[src/rtl/serdes_pkg.sv]
// Shared definitions for the serial transmit/receive pair.
// Holds the legacy-compatible FSM state encodings and the bit-order constant
// that both the transmitter (piso_serializer) and the matching receiver use.
package serdes_pkg;

  // FSM state encodings, kept as plain constants so older code can still
  // compare against them directly.
  localparam logic [0:0] ST_IDLE  = 1'b0;
  localparam logic [0:0] ST_SHIFT = 1'b1;

  // Words travel MSB first. The receiver shifts left and takes the serial bit
  // into its LSB, so the first bit it receives ends up as the MSB of the word.
  localparam bit MSB_FIRST = 1'b1;

endpackage

[src/rtl/piso_serializer_if.sv]
// Parallel word input plus serial bit output of the PISO transmitter.
//   in_valid/in_ready/in_data        : word handshake (word accepted when both are high)
//   sout/sout_valid/sout_ready       : serial bit handshake (bit consumed when both are high)
//   sout_first/sout_last             : current bit is the MSB / LSB of its word
// Modports:
//   slave  : the serializer's view
//   master : the producer/consumer (environment) view
interface piso_serializer_if #(
  parameter int WIDTH = 8
);

  logic             in_valid;
  logic             in_ready;
  logic [WIDTH-1:0] in_data;
  logic             sout;
  logic             sout_valid;
  logic             sout_ready;
  logic             sout_first;
  logic             sout_last;

  modport slave (
    input  in_valid, in_data, sout_ready,
    output in_ready, sout, sout_valid, sout_first, sout_last
  );

  modport master (
    output in_valid, in_data, sout_ready,
    input  in_ready, sout, sout_valid, sout_first, sout_last
  );

endinterface

[src/rtl/piso_shift_core.sv]
// WIDTH-bit shift register used by the PISO transmitter.
// Ports:
//   clk, rst : clock (rising edge), asynchronous active-high reset (clears q)
//   load     : q <= din (takes priority over shift)
//   shift    : q <= q shifted left by one, zero into the LSB
//   din      : parallel load value
//   q        : register contents
// With neither load nor shift asserted the register holds.
module piso_shift_core #(
  parameter int WIDTH = 8
) (
  input  logic             clk,
  input  logic             rst,
  input  logic             load,
  input  logic             shift,
  input  logic [WIDTH-1:0] din,
  output logic [WIDTH-1:0] q
);

  always_ff @(posedge clk or posedge rst) begin
    if (rst) begin
      q <= '0;
    end else if (load) begin
      q <= din;
    end else if (shift) begin
      q <= {q[WIDTH-2:0], 1'b0};
    end
  end

endmodule

[src/rtl/piso_serializer.sv]
// Parallel-in / serial-out transmitter.
// Accepts WIDTH-bit words on a valid/ready port and sends them MSB first, one
// bit per accepted serial beat. A one-word holding buffer lets the next word
// follow the current one with no idle bit slot between them.
// Ports:
//   clk  : clock, rising edge
//   rst  : asynchronous, active-high reset (discards any partial word and the hold buffer)
//   bus  : piso_serializer_if.slave (word input, serial output, first/last markers)
//   busy : a word is being shifted or is waiting in the hold buffer
module piso_serializer
  import serdes_pkg::*;
#(
  parameter int WIDTH = 8
) (
  input  logic                  clk,
  input  logic                  rst,
  piso_serializer_if.slave      bus,
  output logic                  busy
);

  localparam int               CNT_W    = $clog2(WIDTH);
  localparam logic [CNT_W-1:0] CNT_LAST = CNT_W'(WIDTH - 1);

  logic [0:0]       state;
  logic [CNT_W-1:0] cnt;
  logic [WIDTH-1:0] hold;
  logic             hold_full;
  logic [WIDTH-1:0] sh;

  logic             accept;
  logic             xfer;
  logic             last_bit;
  logic             bypass;
  logic             sh_load;
  logic             sh_shift;
  logic [WIDTH-1:0] sh_din;

  // in_ready depends only on registered state, so there is no combinational
  // path from sout_ready to in_ready.
  assign bus.in_ready   = !hold_full;
  assign accept         = bus.in_valid && !hold_full;
  assign bus.sout_valid = (state == ST_SHIFT);
  assign xfer           = bus.sout_valid && bus.sout_ready;
  assign last_bit       = (cnt == CNT_LAST);
  assign bus.sout       = sh[WIDTH-1];
  assign bus.sout_first = bus.sout_valid && (cnt == '0);
  assign bus.sout_last  = bus.sout_valid && last_bit;
  assign busy           = (state != ST_IDLE) || hold_full;

  // Shift register control. On the last bit the next word comes from the hold
  // buffer first, else straight from the input (bypass); if neither is
  // available the register is shifted once more so it drains to zero.
  always_comb begin
    sh_load  = 1'b0;
    sh_shift = 1'b0;
    sh_din   = bus.in_data;
    bypass   = 1'b0;
    if (state == ST_IDLE) begin
      sh_load = accept;
    end else if (xfer) begin
      if (!last_bit) begin
        sh_shift = 1'b1;
      end else if (hold_full) begin
        sh_load = 1'b1;
        sh_din  = hold;
      end else if (accept) begin
        sh_load = 1'b1;
        bypass  = 1'b1;
      end else begin
        sh_shift = 1'b1;
      end
    end
  end

  piso_shift_core #(
    .WIDTH (WIDTH)
  ) u_core (
    .clk   (clk),
    .rst   (rst),
    .load  (sh_load),
    .shift (sh_shift),
    .din   (sh_din),
    .q     (sh)
  );

  always_ff @(posedge clk or posedge rst) begin
    if (rst) begin
      state     <= ST_IDLE;
      cnt       <= '0;
      hold      <= '0;
      hold_full <= 1'b0;
    end else begin
      if (state == ST_IDLE) begin
        if (accept) begin
          state <= ST_SHIFT;
          cnt   <= '0;
        end
      end else if (xfer) begin
        if (!last_bit) begin
          cnt <= cnt + 1'b1;
        end else begin
          cnt <= '0;
          if (!hold_full && !accept) begin
            state <= ST_IDLE;
          end
        end
      end

      // Hold buffer drains into the shifter on the last bit of the current word.
      if (hold_full && xfer && last_bit) begin
        hold_full <= 1'b0;
      end

      // A word accepted while shifting waits here unless it went straight
      // into the shifter on this edge. Accept implies !hold_full, so this
      // never collides with the drain above.
      if ((state == ST_SHIFT) && accept && !bypass) begin
        hold      <= bus.in_data;
        hold_full <= 1'b1;
      end
    end
  end

endmodule
[src/flat_wrapper.sv]
// flat-port wrapper written by rule: the top's interface ports become plain ports
module piso_serializer_flat import serdes_pkg::*;
#(
  parameter int WIDTH = 8
)
  (clk, rst, busy, bus_in_valid, bus_in_data, bus_sout_ready, bus_in_ready, bus_sout, bus_sout_valid, bus_sout_first, bus_sout_last);
  piso_serializer_if #(.WIDTH(WIDTH)) bus_i ();
  input  logic clk;
  input  logic rst;
  output logic busy;
  input wire logic [$bits(bus_i.in_valid)-1:0] bus_in_valid;
  input wire logic [$bits(bus_i.in_data)-1:0] bus_in_data;
  input wire logic [$bits(bus_i.sout_ready)-1:0] bus_sout_ready;
  output wire logic [$bits(bus_i.in_ready)-1:0] bus_in_ready;
  output wire logic [$bits(bus_i.sout)-1:0] bus_sout;
  output wire logic [$bits(bus_i.sout_valid)-1:0] bus_sout_valid;
  output wire logic [$bits(bus_i.sout_first)-1:0] bus_sout_first;
  output wire logic [$bits(bus_i.sout_last)-1:0] bus_sout_last;
  assign bus_i.in_valid = bus_in_valid;
  assign bus_i.in_data = bus_in_data;
  assign bus_i.sout_ready = bus_sout_ready;
  assign bus_in_ready = bus_i.in_ready;
  assign bus_sout = bus_i.sout;
  assign bus_sout_valid = bus_i.sout_valid;
  assign bus_sout_first = bus_i.sout_first;
  assign bus_sout_last = bus_i.sout_last;
  piso_serializer #(.WIDTH(WIDTH)) u_core (.clk(clk), .rst(rst), .bus(bus_i), .busy(busy));
endmodule
[config.mk]
export PLATFORM = sky130hd
export DESIGN_NAME = piso_serializer_flat
export DESIGN_NICKNAME = d
export VERILOG_FILES = /design/src/rtl/serdes_pkg.sv /design/src/rtl/piso_serializer_if.sv /design/src/rtl/piso_shift_core.sv /design/src/rtl/piso_serializer.sv /design/src/flat_wrapper.sv
export SDC_FILE = /design/constraint.sdc
export NUM_CORES = 1
export LEC_CHECK = 0
export CAP_MARGIN = 25
export CORE_UTILIZATION = 35
export CTS_CLUSTER_SIZE = 14
export DETAILED_ROUTE_END_ITERATION = 8
export PLACE_DENSITY_LB_ADDON = 0.25
export SLEW_MARGIN = 20
export SYNTH_ARGS = -nofsm -noshare
export SYNTH_HDL_FRONTEND = slang
export SYNTH_SLANG_ARGS = --single-unit
[constraint.sdc]
create_clock -name clk -period 1.7 [get_ports clk]
set_input_delay 0.255 -clock clk [delete_from_list [all_inputs] [get_ports clk]]
set_output_delay 0.255 -clock clk [all_outputs]
set_load 0.01 [all_outputs]
==> impl_metrics.py, run 1 <==
metrics = {
    "run_status": {
        "outcome": "finished, final reports clean",
    },
    "drt": {
        "drcViolationCount": 0,
        "viasPerCell": 4.78,
        "post_drt_wl_per_cell_um": 12.5,
        "drt_iter0_drc": 9,
        "via_count": 870,
        "wirelength_um": 2280,
        "firstDrtPassIters": 3,
        "ant_nets": 0,
    },
    "final_layout": {
        "drive_above_1_share_pct": 27.9,
        "fin_nets": 156,
        "num-fill-cells": 285,
        "n_antenna_cell": 0,
        "syn_to_final_growth_pct": 31.3,
    },
    "pwr": {
        "p_seq_share_pct": 40.3,
        "combPwrFrac_pct": 48.2,
        "clockPowerShare_pct": 11.5,
        "p_switching_uw": 753,
        "p_int_mw": 1.33,
        "leakage_nw": 0.678,
        "power_switching_share_pct": 36.2,
        "p_per_area_nw_per_um2": 1440,
        "ir_drop_mv": 0.634,
    },
    "clock_network": {
        "htree_levels": 1,
        "numCtsBuffers": 3,
        "tritoncts": "built",
        "clk_latency_ns": 0.31,
        "cts_sinks": 21,
        "hold_buffers": 0,
        "cts.path.max_buffers": 2,
        "clkSlewWorstSetupHoldPaths_ns": 0.12,
        "cts_root_buffer": "clkbuf_4",
    },
    "die": {
        "fp.dieW_um": 58.1,
        "rows": 19,
        "initial_core_util_pct": 38.2,
        "design.die.area_sq_um": 3370,
        "die_h_um": 58.1,
        "core_sq_um": 2880,
        "num_io_pins": 18,
    },
    "worst_setup_path": {
        "r2r_slack_ns": 0.07,
        "arrival_ns": 1.84,
        "critPathKind": "reg -> reg",
        "cp-start-kind": "flip-flop",
        "crit_path_frequent_cell": "ha_2",
        "crit_path_cell_trace": "ha_2 > ha_2 > buf_6 > nand2_8 > nand4_4 > mux2_4",
        "cp.required_ns": 1.91,
        "crit_family": "flip-flops",
        "end_kind": "flip-flop",
        "crit_buf_inv": 1,
        "slowest_delay_ns": 0.40,
        "crit_slowest_cell": "dfrtp_1",
        "reg2reg_from": "u_core.cnt[0]",
        "reg2reg_to": "u_core.hold[4]",
        "cp_max_fo": 8,
        "r2r_cells": 6,
    },
    "yosys": {
        "synth-seq-cells": 21,
        "syn-num-nets": 124,
        "yosys_warnings": 0,
        "yosysMostFrequentCell": "nand2_1",
        "yosys-top-cells-area": "dfrtp_1 48%, nand2_1 9.2%, mux2_2 8.2%",
        "synth_area_leader_cell": "dfrtp_1",
        "syn_area_per_cell_sq_um": 10.1,
        "synth-edff-count": 0,
        "ys_seq_area_share_pct": 47.8,
        "synthCells": 109,
        "synth_top_area_share_pct": 47.8,
        "synth_common_cells": "27 x nand2_1, 21 x dfrtp_1, 9 x o21ai_0, 8 x mux2_2, 6 x and3_1",
        "ys.flop_type": "dfrtp_1",
        "synthDistinctLibCells": 28,
        "syn_area_sq_um": 1100,
        "async_flop_share_pct": 100,
    },
    "placed_design": {
        "routabilityCongestion": 0.728,
        "hpwl_um": 1560,
        "place_ws_ns": -0.0558,
        "port_buffers": 17,
    },
    "job": {
        "drv_cap": 0,
    },
    "timing": {
        "fmax_mhz": 614,
        "layout_min_cycle_time_ns": 1.63,
        "finalCritPeriodShare_pct": 95.9,
        "finalSetupViolations": 0,
        "fin_ws_ns": 0.0700,
        "slew_viol_final": 0,
        "tightestPinTransition_ns": 0.341,
        "relSlewSlack_pct": 77.2,
        "fin_tns_setup_ns": 0,
        "hold_viol_final": 0,
        "finClkSkew_ns": 0.0105,
    },
    "global_route": {
        "overflow": 0,
        "grt_max_degree": 22,
        "antenna_found_initial": 0,
        "track_usage_pct": 14.3,
        "grt_first_pass_wirelength_um": 3690,
        "grt_pass1_vias": 793,
    },
    "hold_path": {
        "min_path_type": "in -> async",
    },
}
-- area by class of cell --
type / count / area (sq um) / share of cell area (%)
flip-flops and latches: 21 / 527 / 36.5
repair buffers: 30 / 265 / 18.4
well taps: 42 / 52.6 / 3.64
inverters: 4 / 15.0 / 1.04
clock buffers: 4 / 26.3 / 1.82
multi-input cells: 81 / 558 / 38.6
-- flip-flops by register name (all words and copies together), names as in the netlist --
| register | flops |
|---|---|
| u_core.bus.sout_valid | 1 |
| u_core.hold | 8 |
| u_core.u_core.q | 8 |
| u_core.hold_full | 1 |
| u_core.cnt | 3 |
-- tightest hold or removal path, stage by stage --
cell and delay, ns:
clkdlybuf4s50_1 0.40, inv_1 0.05, buf_4 0.26
-- per-layer routing --
| layer | GRT usage [%] | vias to the layer above | share of wire [%] |
|---|---|---|---|
| met3 | 4.69 | 2 | 3.0 |
| met4 | 2.04 | 0 | 0.57 |
| met1 | 20.7 | 413 | 49 |
| met2 | 21.3 | 10 | 48 |
| li1 | - | 445 | - |
| met5 | 0 | - | 0 |
-- repair_timing --
item                                    in CTS  in global routing
pin swaps                                    1                  2
resized for setup                           11                  8
cloned                                       0                  1
endpoints found under the setup margin      13                 13
endpoints found under the hold margin        0                  0
buffers inserted                             3                  2
-- kinds of logic after synthesis --
| group | after synthesis | share of synthesized area, % |
|---|---|---|
| multiplexers | 8 | 8.19 |
| flip-flops | 21 | 47.8 |
| AO/OA/AOI/OAI | 24 | 14.6 |
| adder cells (fa/ha/maj) | 3 | 3.41 |
| AND/OR/NAND/NOR | 45 | 21.2 |
| buffers and inverters | 8 | 4.89 |
-- stage by stage --
stage	total power [mW]	instance area, sq um	hold WS (ns)	instances	utilization, %
global route	2.25	1440	0.312	182	50.2
CTS	2.01	1410	0.279	179	48.9
finish	2.08	1440	0.260	182	50.2
global placement	1.70	1340	0.462	172	46.7
floorplan	1.46	1100	0.232	109	-
detailed placement	1.73	1340	0.470	172	46.7
-- worst max-delay path by stage --
stage / start / end / slack, ns / cells after the start
finish: u_core.cnt[0] / u_core.hold[4] / 0.07 / 6
global route: u_core.cnt[0] / u_core.hold[4] / -0.006 / 6
CTS: u_core.cnt[0] / bus_sout_last / 0.004 / 4
detailed placement: bus_sout_ready / u_core.u_core.q[2] / -0.06 / 5
global placement: bus_sout_ready / u_core.u_core.q[2] / -0.02 / 5
floorplan: u_core.cnt[0] / u_core.u_core.q[2] / 0.16 / 7
-- power groups by stage --
stage,Clock [mW],Combinational (mW),Sequential [mW]
floorplan,0,0.621,0.843
global placement,0,0.832,0.868
detailed placement,0,0.854,0.877
CTS,0.245,0.931,0.838
global route,0.266,1.12,0.867
finish,0.240,1.00,0.837
-- placed cells by master, fill, tap and decap left out, types with 2 or more instances in the layout --
cell type and n:
nand2_1 27, and3_1 6, o21ai_1 5, ha_2 2, dfrtp_1 20, o21ai_0 9, nor2_1 2, buf_4 12
clkbuf_4 3, inv_1 4, dlymetal6s2s_1 2, o21ai_2 3, mux2_2 7, a21oi_1 2, clkdlybuf4s50_1 12
Note: power is estimated with default switching activity, not from simulation.
==> inputs of run 2 (changes only) <==
--- a/config.mk
+++ b/config.mk
@@ -6,6 +6,7 @@
 export NUM_CORES = 1
 export LEC_CHECK = 0
 export CAP_MARGIN = 25
+export CORE_MARGIN = 4
 export CORE_UTILIZATION = 35
 export CTS_CLUSTER_SIZE = 14
 export DETAILED_ROUTE_END_ITERATION = 8
==> impl_metrics.py, run 2 (synthesis results as in run 1) <==
metrics = {
    "final_layout": {
        "final_common_cell": "nand2_1",
        "regArea_sq_um": 528,
        "fin_nets": 155,
        "layout_common_cells": "27 x nand2_1, 19 x dfrtp_1, 12 x clkdlybuf4s50_1, 12 x buf_4",
        "n_antenna_cell": 0,
        "reg.largest.list": "u_core.hold: 8 flops, u_core.u_core.q: 8 flops, u_core.cnt: 3 flops",
        "syn_to_final_growth_pct": 29.5,
        "drive_above_1_share_pct": 28.8,
        "num-fill-cells": 299,
        "multi_input_area_sq_um": 546,
        "finish.utilization_pct": 47.0,
    },
    "drt": {
        "firstDrtPassIters": 4,
        "wirelength_um": 2310,
        "ant_nets": 0,
        "viasPerCell": 4.73,
        "via_count": 866,
        "drt_iter0_drc": 11,
        "post_drt_wl_per_cell_um": 12.6,
        "drcViolationCount": 0,
    },
    "pwr": {
        "p_per_area_nw_per_um2": 1440,
        "finalPower_mw": 2.04,
        "leakage_nw": 0.660,
        "ir_drop_mv": 0.720,
    },
    "clock_network": {
        "clk_latency_ns": 0.31,
        "cts_root_buffer": "clkbuf_4",
        "cts_sinks": 21,
        "tritoncts": "built",
        "htree_levels": 1,
        "numCtsBuffers": 3,
        "cts.path.max_buffers": 2,
        "clkSlewWorstSetupHoldPaths_ns": 0.14,
        "hold_buffers": 0,
    },
    "worst_setup_path": {
        "end_kind": "flip-flop",
        "arrival_ns": 1.86,
        "r2r_cells": 7,
        "cp.required_ns": 1.94,
        "crit_path_cell_trace": "ha_2 > ha_2 > buf_4 > nand2_4 > a22oi_2 > o21ai_0 > o21ai_2",
        "cp-start-kind": "flip-flop",
        "r2r_slack_ns": 0.09,
        "cp_max_fo": 7,
        "reg2reg_from": "u_core.cnt[0]",
        "slowest_delay_ns": 0.38,
        "critPathKind": "reg -> reg",
        "crit_slowest_cell": "dfrtp_1",
        "crit_path_frequent_cell": "ha_2",
        "reg2reg_to": "u_core.u_core.q[2]",
    },
    "die": {
        "num_io_pins": 18,
        "fp.dieW_um": 64.1,
        "initial_core_util_pct": 36.3,
        "die_h_um": 64.1,
        "rows": 20,
        "design.die.area_sq_um": 4100,
        "core_sq_um": 3030,
    },
    "global_route": {
        "track_usage_pct": 12.0,
        "grt_first_pass_wirelength_um": 3960,
        "grt_max_degree": 22,
        "antenna_found_initial": 0,
        "overflow": 0,
        "grt_pass1_vias": 853,
    },
    "timing": {
        "finalCritPeriodShare_pct": 94.8,
        "fin_ws_ns": 0.0880,
        "slew_viol_final": 0,
        "layout_min_cycle_time_ns": 1.61,
        "relSlewSlack_pct": 74.2,
        "finClkSkew_ns": 0.0133,
        "fmax_mhz": 620,
        "tightestPinTransition_ns": 0.387,
        "finalSetupViolations": 0,
        "rsz0062_at_grt": "no",
        "hold_viol_final": 0,
    },
    "placed_design": {
        "place_ws_ns": -0.0646,
        "routabilityCongestion": 0.827,
        "hpwl_um": 1630,
        "port_buffers": 17,
    },
    "run_status": {
        "outcome": "finished, final reports clean",
    },
    "job": {
        "drv_cap": 0,
    },
    "hold_path": {
        "min_path_type": "in -> async",
    },
}
==> run 2: stage by stage <==
stage | hold WS (ns) | area [sq um] | TNS [ns] | cells
after floorplan | 0.232 | 1100 | 0 | 109
after global placement | 0.460 | 1350 | -0.0241 | 175
after detailed placement | 0.463 | 1350 | -0.413 | 175
after CTS | 0.257 | 1410 | 0 | 181
after global routing | 0.294 | 1420 | 0 | 183
final | 0.253 | 1420 | 0 | 183
==> run 2: final cells by class <==
cell class	instances	share of cell area, %
inverter	4	1.05
multi-input combinational	81	38.3
clock inverter	1	0.527
clock buffer	3	1.58
tap	44	3.87
timing repair buffer	29	17.6
sequential	21	37.1
==> run 2: worst max-delay path by stage <==
stage	to	slack [ns]	cells past startpoint	from
after floorplan	u_core.u_core.q[2]	0.16	7	u_core.cnt[0]
after global placement	u_core.u_core.q[2]	-0.02	5	bus_sout_ready
after detailed placement	u_core.u_core.q[2]	-0.06	5	bus_sout_ready
after CTS	u_core.u_core.q[2]	0.0008	7	u_core.cnt[0]
after global routing	u_core.hold[3]	0.004	6	u_core.cnt[0]
final	u_core.u_core.q[2]	0.09	7	u_core.cnt[0]
==> run 2: report_power, final <==
group,internal (mW),switching (mW)
clock,0.0897,0.167
sequential,0.721,0.113
combinational,0.483,0.471
==> run 2: routing by layer <==
metal  global-route usage, %  vias up  part of all wire [%]
li1                        -      440                     -
met1                    15.9      409                    50
met2                    19.4       13                    45
met3                    4.22        4                   3.5
met4                    1.62        0                   1.4
met5                       0        -                     0
==> run 2: timing repair <==
action                                  in CTS  in global routing
gates cloned                                 0                  1
pin swaps                                    1                  2
hold endpoints to repair                     0                  0
endpoints found under the setup margin      17                  9
resized for setup                           15                  3
buffers inserted                             2                  1
==> run 2: worst max-delay path: cells and delay by family (launching register included) <==
kind,cells,cell delay [ns]
compound gates,3,0.60
flops,1,0.38
fa+ha+maj,2,0.35
buf+inv,1,0.14
simple gates,1,0.08
